### config.mk
export PLATFORM = sky130hd
export DESIGN_NAME = controle_matriz_flat
export DESIGN_NICKNAME = d
export VERILOG_FILES = /design/src/rtl/matriz_pkg.sv /design/src/rtl/controle_matriz_if.sv /design/src/rtl/contador_indice.sv /design/src/rtl/controle_matriz.sv /design/src/flat_wrapper.sv
export SDC_FILE = /design/constraint.sdc
export NUM_CORES = 1
export LEC_CHECK = 0
export BUFFER_PORTS_ARGS = -buffer_cell sky130_fd_sc_hd__buf_2
export CORE_MARGIN = 2
export CORE_UTILIZATION = 51
export DETAILED_ROUTE_END_ITERATION = 8
export GPL_TIMING_DRIVEN = 0
export PLACE_DENSITY = 0.74
export SLEW_MARGIN = 30
export SYNTH_ARGS = -nofsm -noshare
export SYNTH_HDL_FRONTEND = slang
export SYNTH_SLANG_ARGS = --single-unit
### constraint.sdc
create_clock -name clk -period 3 [get_ports clk]
set_clock_uncertainty 0.2 [all_clocks]
set_input_delay 0.9 -clock clk [delete_from_list [all_inputs] [get_ports clk]]
set_output_delay 0.9 -clock clk [all_outputs]
set_load 0.01 [all_outputs]
### src/rtl/matriz_pkg.sv
// Shared types and defaults for the matrix add/subtract sequencer.
// Holds the FSM state encoding, op encodings and default storage geometry.
package matriz_pkg;

    typedef enum logic [1:0] {
        IDLE  = 2'd0,
        RUN   = 2'd1,
        DRAIN = 2'd2,
        DONE  = 2'd3
    } estado_t;

    localparam logic OP_ADD = 1'b0;
    localparam logic OP_SUB = 1'b1;

    localparam int TAMANHO_DEF = 5;
    localparam int WIDTH_DEF   = 8;

endpackage

### src/rtl/controle_matriz_if.sv
// Command, memory-port and status bundle between host/memories and the sequencer.
// master = sequencer view, slave = host and memory view.
interface controle_matriz_if
    import matriz_pkg::*;
#(
    parameter int TAMANHO = TAMANHO_DEF,
    parameter int WIDTH   = WIDTH_DEF,
    parameter int AW      = $clog2(TAMANHO * TAMANHO)
);
    logic             start;
    logic             op;
    logic [3:0]       size;
    logic             rd_en;
    logic [AW-1:0]    rd_addr;
    logic [WIDTH-1:0] rd_a_data;
    logic [WIDTH-1:0] rd_b_data;
    logic             wr_en;
    logic [AW-1:0]    wr_addr;
    logic [WIDTH-1:0] wr_data;
    logic             busy;
    logic             done;
    logic             err;
    logic             ovf;

    modport master (
        input  start, op, size, rd_a_data, rd_b_data,
        output rd_en, rd_addr, wr_en, wr_addr, wr_data, busy, done, err, ovf
    );

    modport slave (
        output start, op, size, rd_a_data, rd_b_data,
        input  rd_en, rd_addr, wr_en, wr_addr, wr_data, busy, done, err, ovf
    );
endinterface

### src/rtl/contador_indice.sv
// Row-major (i, j) walker over an n x n sub-grid; flat address is i*TAMANHO + j.
// Zero latency from state to address/last; no backpressure, advances only on en.
module contador_indice
    import matriz_pkg::*;
#(
    parameter int TAMANHO = TAMANHO_DEF,
    localparam int AW     = $clog2(TAMANHO * TAMANHO)
) (
    input  logic          clk,
    input  logic          rst_n,
    input  logic          load_i,
    input  logic          en_i,
    input  logic [3:0]    n_i,
    output logic [AW-1:0] addr_o,
    output logic          last_o
);
    localparam logic [AW-1:0] STRIDE = AW'(TAMANHO);

    logic [3:0] i_q;
    logic [3:0] j_q;
    logic [3:0] lim;

    assign lim    = n_i - 4'd1;
    assign last_o = (i_q == lim) && (j_q == lim);
    assign addr_o = AW'(i_q) * STRIDE + AW'(j_q);

    always_ff @(posedge clk or negedge rst_n) begin
        if (!rst_n) begin
            i_q <= 4'd0;
            j_q <= 4'd0;
        end else if (load_i) begin
            i_q <= 4'd0;
            j_q <= 4'd0;
        end else if (en_i) begin
            if (j_q == lim) begin
                j_q <= 4'd0;
                i_q <= i_q + 4'd1;
            end else begin
                j_q <= j_q + 4'd1;
            end
        end
    end
endmodule

### src/rtl/controle_matriz.sv
// Sequencer for C = A +/- B over an n x n sub-grid: one read per cycle, write two cycles later.
// Latency n*n+3 cycles start-to-done; no backpressure, start is ignored unless IDLE.
module controle_matriz
    import matriz_pkg::*;
#(
    parameter int TAMANHO = TAMANHO_DEF,
    parameter int WIDTH   = WIDTH_DEF
) (
    input  logic               clk,
    input  logic               rst_n,
    controle_matriz_if.master  bus
);
    localparam int AW            = $clog2(TAMANHO * TAMANHO);
    localparam logic [3:0] N_MAX = 4'(TAMANHO);

    estado_t          estado_q;
    logic             op_q;
    logic [3:0]       n_q;
    logic             drain_q;
    logic             rd_en_q;
    logic             busy_q;
    logic             done_q;
    logic             err_q;
    logic             ovf_q;
    logic             s1_vld_q;
    logic [AW-1:0]    s1_addr_q;
    logic             wr_en_q;
    logic [AW-1:0]    wr_addr_q;
    logic [WIDTH-1:0] wr_data_q;

    logic             size_ok;
    logic             cnt_load;
    logic             cnt_en;
    logic             cnt_last;
    logic [AW-1:0]    cnt_addr;
    logic [AW-1:0]    rd_addr_w;
    logic [WIDTH:0]   res_d;

    assign size_ok  = (bus.size >= 4'd2) && (bus.size <= N_MAX);
    assign cnt_load = (estado_q == IDLE) && bus.start && size_ok;
    assign cnt_en   = (estado_q == RUN) && !cnt_last;

    contador_indice #(.TAMANHO(TAMANHO)) u_contador (
        .clk    (clk),
        .rst_n  (rst_n),
        .load_i (cnt_load),
        .en_i   (cnt_en),
        .n_i    (n_q),
        .addr_o (cnt_addr),
        .last_o (cnt_last)
    );

    // Address bus is parked at zero whenever no read is being issued.
    assign rd_addr_w = rd_en_q ? cnt_addr : '0;

    // Bit WIDTH is the carry for add and the borrow for subtract.
    always_comb begin
        res_d = '0;
        if (op_q == OP_SUB) res_d = {1'b0, bus.rd_a_data} - {1'b0, bus.rd_b_data};
        else                res_d = {1'b0, bus.rd_a_data} + {1'b0, bus.rd_b_data};
    end

    always_ff @(posedge clk or negedge rst_n) begin
        if (!rst_n) begin
            estado_q <= IDLE;
            op_q     <= OP_ADD;
            n_q      <= 4'd0;
            drain_q  <= 1'b0;
            rd_en_q  <= 1'b0;
            busy_q   <= 1'b0;
            done_q   <= 1'b0;
            err_q    <= 1'b0;
            ovf_q    <= 1'b0;
        end else begin
            case (estado_q)
                IDLE: if (bus.start) begin
                    op_q  <= bus.op;
                    n_q   <= bus.size;
                    ovf_q <= 1'b0;
                    if (size_ok) begin
                        estado_q <= RUN;
                        rd_en_q  <= 1'b1;
                        busy_q   <= 1'b1;
                        err_q    <= 1'b0;
                    end else begin
                        estado_q <= DONE;
                        done_q   <= 1'b1;
                        err_q    <= 1'b1;
                    end
                end
                RUN: if (cnt_last) begin
                    estado_q <= DRAIN;
                    rd_en_q  <= 1'b0;
                    drain_q  <= 1'b0;
                end
                DRAIN: begin
                    drain_q <= 1'b1;
                    if (drain_q) begin
                        estado_q <= DONE;
                        busy_q   <= 1'b0;
                        done_q   <= 1'b1;
                    end
                end
                DONE: begin
                    done_q   <= 1'b0;
                    estado_q <= IDLE;
                end
                default: estado_q <= IDLE;
            endcase
            // Pipeline is empty in IDLE, so this never races the clear above.
            if (s1_vld_q && res_d[WIDTH]) ovf_q <= 1'b1;
        end
    end

    always_ff @(posedge clk or negedge rst_n) begin
        if (!rst_n) begin
            s1_vld_q  <= 1'b0;
            s1_addr_q <= '0;
            wr_en_q   <= 1'b0;
            wr_addr_q <= '0;
            wr_data_q <= '0;
        end else begin
            s1_vld_q  <= rd_en_q;
            s1_addr_q <= rd_addr_w;
            wr_en_q   <= s1_vld_q;
            if (s1_vld_q) begin
                wr_addr_q <= s1_addr_q;
                wr_data_q <= res_d[WIDTH-1:0];
            end
        end
    end

    assign bus.rd_en   = rd_en_q;
    assign bus.rd_addr = rd_addr_w;
    assign bus.wr_en   = wr_en_q;
    assign bus.wr_addr = wr_addr_q;
    assign bus.wr_data = wr_data_q;
    assign bus.busy    = busy_q;
    assign bus.done    = done_q;
    assign bus.err     = err_q;
    assign bus.ovf     = ovf_q;
endmodule

### src/flat_wrapper.sv
// flat-port wrapper written by rule: the top's interface ports become plain ports
module controle_matriz_flat import matriz_pkg::*;
#(
    parameter int TAMANHO = TAMANHO_DEF,
    parameter int WIDTH   = WIDTH_DEF
)
  (clk, rst_n, bus_start, bus_op, bus_size, bus_rd_a_data, bus_rd_b_data, bus_rd_en, bus_rd_addr, bus_wr_en, bus_wr_addr, bus_wr_data, bus_busy, bus_done, bus_err, bus_ovf);
  controle_matriz_if #(.TAMANHO(TAMANHO), .WIDTH(WIDTH)) bus_i ();
  input  logic clk;
  input  logic rst_n;
  input wire logic [$bits(bus_i.start)-1:0] bus_start;
  input wire logic [$bits(bus_i.op)-1:0] bus_op;
  input wire logic [$bits(bus_i.size)-1:0] bus_size;
  input wire logic [$bits(bus_i.rd_a_data)-1:0] bus_rd_a_data;
  input wire logic [$bits(bus_i.rd_b_data)-1:0] bus_rd_b_data;
  output wire logic [$bits(bus_i.rd_en)-1:0] bus_rd_en;
  output wire logic [$bits(bus_i.rd_addr)-1:0] bus_rd_addr;
  output wire logic [$bits(bus_i.wr_en)-1:0] bus_wr_en;
  output wire logic [$bits(bus_i.wr_addr)-1:0] bus_wr_addr;
  output wire logic [$bits(bus_i.wr_data)-1:0] bus_wr_data;
  output wire logic [$bits(bus_i.busy)-1:0] bus_busy;
  output wire logic [$bits(bus_i.done)-1:0] bus_done;
  output wire logic [$bits(bus_i.err)-1:0] bus_err;
  output wire logic [$bits(bus_i.ovf)-1:0] bus_ovf;
  assign bus_i.start = bus_start;
  assign bus_i.op = bus_op;
  assign bus_i.size = bus_size;
  assign bus_i.rd_a_data = bus_rd_a_data;
  assign bus_i.rd_b_data = bus_rd_b_data;
  assign bus_rd_en = bus_i.rd_en;
  assign bus_rd_addr = bus_i.rd_addr;
  assign bus_wr_en = bus_i.wr_en;
  assign bus_wr_addr = bus_i.wr_addr;
  assign bus_wr_data = bus_i.wr_data;
  assign bus_busy = bus_i.busy;
  assign bus_done = bus_i.done;
  assign bus_err = bus_i.err;
  assign bus_ovf = bus_i.ovf;
  controle_matriz #(.TAMANHO(TAMANHO), .WIDTH(WIDTH)) u_core (.clk(clk), .rst_n(rst_n), .bus(bus_i));
endmodule
==> flow_metrics.env <==
export IMPL_root_buffer="clkbuf_8"
export IMPL_die_w_um=76.34
export IMPL_antenna_cells=0
export IMPL_initial_core_util_pct=52.59
export IMPL_hold_viol=0
export IMPL_routedWlPerCell_um=15.22
export IMPL_cts_sinks=41
export IMPL_vias=2236
export IMPL_finalInstanceArea_um2=3453
export IMPL_antenna_found_initial=0
export IMPL_final_cells=410
export IMPL_drt_pass1_iter_count=4
export IMPL_critPathKind="reg -> out"
export IMPL_ys_top_cells_by_area="dfrtp_1, ha_1, xnor2_1"
export IMPL_grt_max_degree=42
export IMPL_min_path_type="reg -> reg"
export IMPL_final_setup_worst_slack_ns=-0.4779
export IMPL_routed_top_layer="met4"
export IMPL_yosys_register_bits=41
export IMPL_worstPathRequired_ns=1.90
export IMPL_seq_area_frac_synth_pct=38.44
export IMPL_wl_met2_um=3276
export IMPL_die_area_um2=5828
export IMPL_dp_cells=384
export IMPL_yosysWarnings=0
export IMPL_fillers=434
export IMPL_fin_crit_ns=3.478
export IMPL_syn_avg_cell_area_um2=9.996
export IMPL_yosysTopAreaCell="dfrtp_1"
export IMPL_clk_path_buf_depth=2
export IMPL_coreArea_um2=5075
export IMPL_ir_drop_uv=179.3
export IMPL_cts_tree="yes"
export IMPL_dr_wl_met3_um=233
export IMPL_cp_max_fo=2
export IMPL_drv_cap=0
export IMPL_gp_congestion=0.8234
export IMPL_fin_util_pct=68.05
export IMPL_clock_latency_ns=0.30
export IMPL_syn_cell_area_um2=2669
export IMPL_final_nets=390
export IMPL_wl_met1_um=2679
export IMPL_period_share_pct=115.9
export IMPL_worst_setup_path_start_kind="register"
export IMPL_power_leakage_uw=0.001663
export IMPL_ant_nets=0
export IMPL_synth_most_common_cell="dfrtp_1"
export IMPL_viasPerCell=5.454
export IMPL_synth_nets=318
export IMPL_io_buffers=47
export IMPL_io_pins=48
export IMPL_grt_pass1_vias=2219
export IMPL_dp_slack_ns=-0.4766
export IMPL_synth_commonest_cells="dfrtp_1, ha_1, xnor2_1, inv_1, nor2_1"
export IMPL_violations="negative setup slack"
export IMPL_yosysTopAreaCellShare_pct=38.44
export IMPL_worst_pin_slew_ns=0.7324
export IMPL_slew_violations=0
export IMPL_drt_iter0_markers=116
export IMPL_drc=0
export IMPL_layout_drive_gt1_share_pct=35.88
export IMPL_end_kind="output pin"
export IMPL_yosysUniqueCellTypes=44
export IMPL_cts_buffers=5
export IMPL_slew_headroom_pct=50.77
export IMPL_synthFlopType="dfrtp_1"
export IMPL_overflow=0
export IMPL_syn_inst=267
export IMPL_place_area_um2=3049
export IMPL_clock_fmax_ghz=0.2875
export IMPL_area_growth_pct=29.40
export IMPL_grtUsageTotal_pct=21.57
export IMPL_h_tree_depth=2
export IMPL_setup_viol=6
export IMPL_drt_total_wl_um=6240
export IMPL_p_per_area_nw_per_um2=320.6
export IMPL_rsz0062_at_grt="true"
export IMPL_synth_edff_count=0
export IMPL_worstPathArrival_ns=2.38
export IMPL_grt_pass1_wl_um=10080
export IMPL_path_clk_slew_ns=0.09
export IMPL_synthArstFlopShare_pct=100.0
export IMPL_core_rowCount=26
export IMPL_hpwl_um=4346
export IMPL_die_height_um=76.34
export IMPL_setup_tns_ns=-1.329
export IMPL_run_status="finished with violations"
final timing paths:
check,slack (ns),end,depth (start not counted),start
max,-0.48,bus_rd_addr[4],9,u_core.u_contador.i_q[1]
min,0.18,u_core.bus.wr_en,0,u_core.s1_vld_q
max reg2reg,0.18,u_core.bus.wr_data[7],8,u_core.op_q
min reg2reg,0.18,u_core.bus.wr_en,0,u_core.s1_vld_q
max in group asynchronous,1.84,u_core.u_contador.i_q[2],1,rst_n
min in group asynchronous,0.37,u_core.s1_addr_q[3],1,rst_n
layout make-up:
class	count	area (um2)	share of cell area [%]
plain buffers	8	31.28	0.9058
inverters	20	75.07	2.174
multi-input cells	198	1724	49.93
well taps	70	87.58	2.536
repair buffers	65	411.6	11.92
clock inverters	3	25.02	0.7246
clock buffers	5	68.82	1.993
flip-flops and latches	41	1030	29.82
power by group:
part	total [uW]	switching (uW)	internal, uW	leakage [uW]
clock network	380	212	168	0.0000447
registers	552	0	552	0.000525
logic	175	89.9	85.1	0.00109
cell families (layout without fill, tap and decap cells):
kind of cell    after synthesis  in the layout  share of synthesized area (%)
compound gates               56             56                          13.55
xor+xnor                     27             27                          9.423
fa+ha+maj                    27             27                          13.50
buf+inv                      28            101                          3.985
flops                        41             41                          38.44
mux                          17             17                          7.032
simple gates                 71             71                          14.07
layout by cell type (no fill, tap or decap), drive strengths merged, types with 6 or more instances in the layout:
| master | count |
|---|---|
| ha | 24 |
| o21ai | 14 |
| nand2 | 13 |
| nor3 | 7 |
| nor2 | 19 |
| clkbuf | 11 |
| mux2 | 14 |
| buf | 67 |
| inv | 21 |
| or3 | 6 |
| xnor2 | 24 |
| a21oi | 13 |
| and2 | 6 |
| dfrtp | 41 |
critical path: stages, from the launching register on:
cell and delay, ns:
dfrtp_2 0.44, ha_4 0.27, inv_2 0.03, fa_1 0.51
inv_2 0.04, ha_4 0.22, a21oi_2 0.14, xnor2_1 0.14
and2_4 0.18, buf_6 0.10
metal layers:
metal,global-route usage [%],vias to the layer above
met2,39.82,51
met1,25.98,1088
li1,-,1090
met3,4.028,7
met5,0,-
met4,4.909,0
per-stage QoR:
stage               power [uW]  hold WS (ns)
floorplan                654.9        0.1519
global placement         700.2        0.1538
detailed placement       703.7        0.1646
CTS                       1092        0.1848
global route              1160        0.1937
finish                    1107        0.1812
timing repair:
action / 4_1_cts / 5_1_grt
setup endpoints to repair: 5 / 7
pin swaps: 7 / 19
cloned: 0 / 0
buffers inserted: 10 / 9
hold buffers: 0 / 0
gates resized for setup: 14 / 19
state kept, by name, summed over array words and instances, names as in the netlist:
register               count
u_core.bus.wr_data         8
u_core.bus.wr_addr         5
u_core.s1_addr_q           5
u_core.n_q                 4
u_core.u_contador.i_q      4
u_core.u_contador.j_q      4
u_core.estado_q            2
u_core.bus.busy            1
u_core.bus.done            1
u_core.bus.err             1
u_core.bus.ovf             1
u_core.bus.rd_en           1
u_core.bus.wr_en           1
u_core.drain_q             1
u_core.op_q                1
u_core.s1_vld_q            1
No activity file was read; power rests on OpenSTA's default activity.
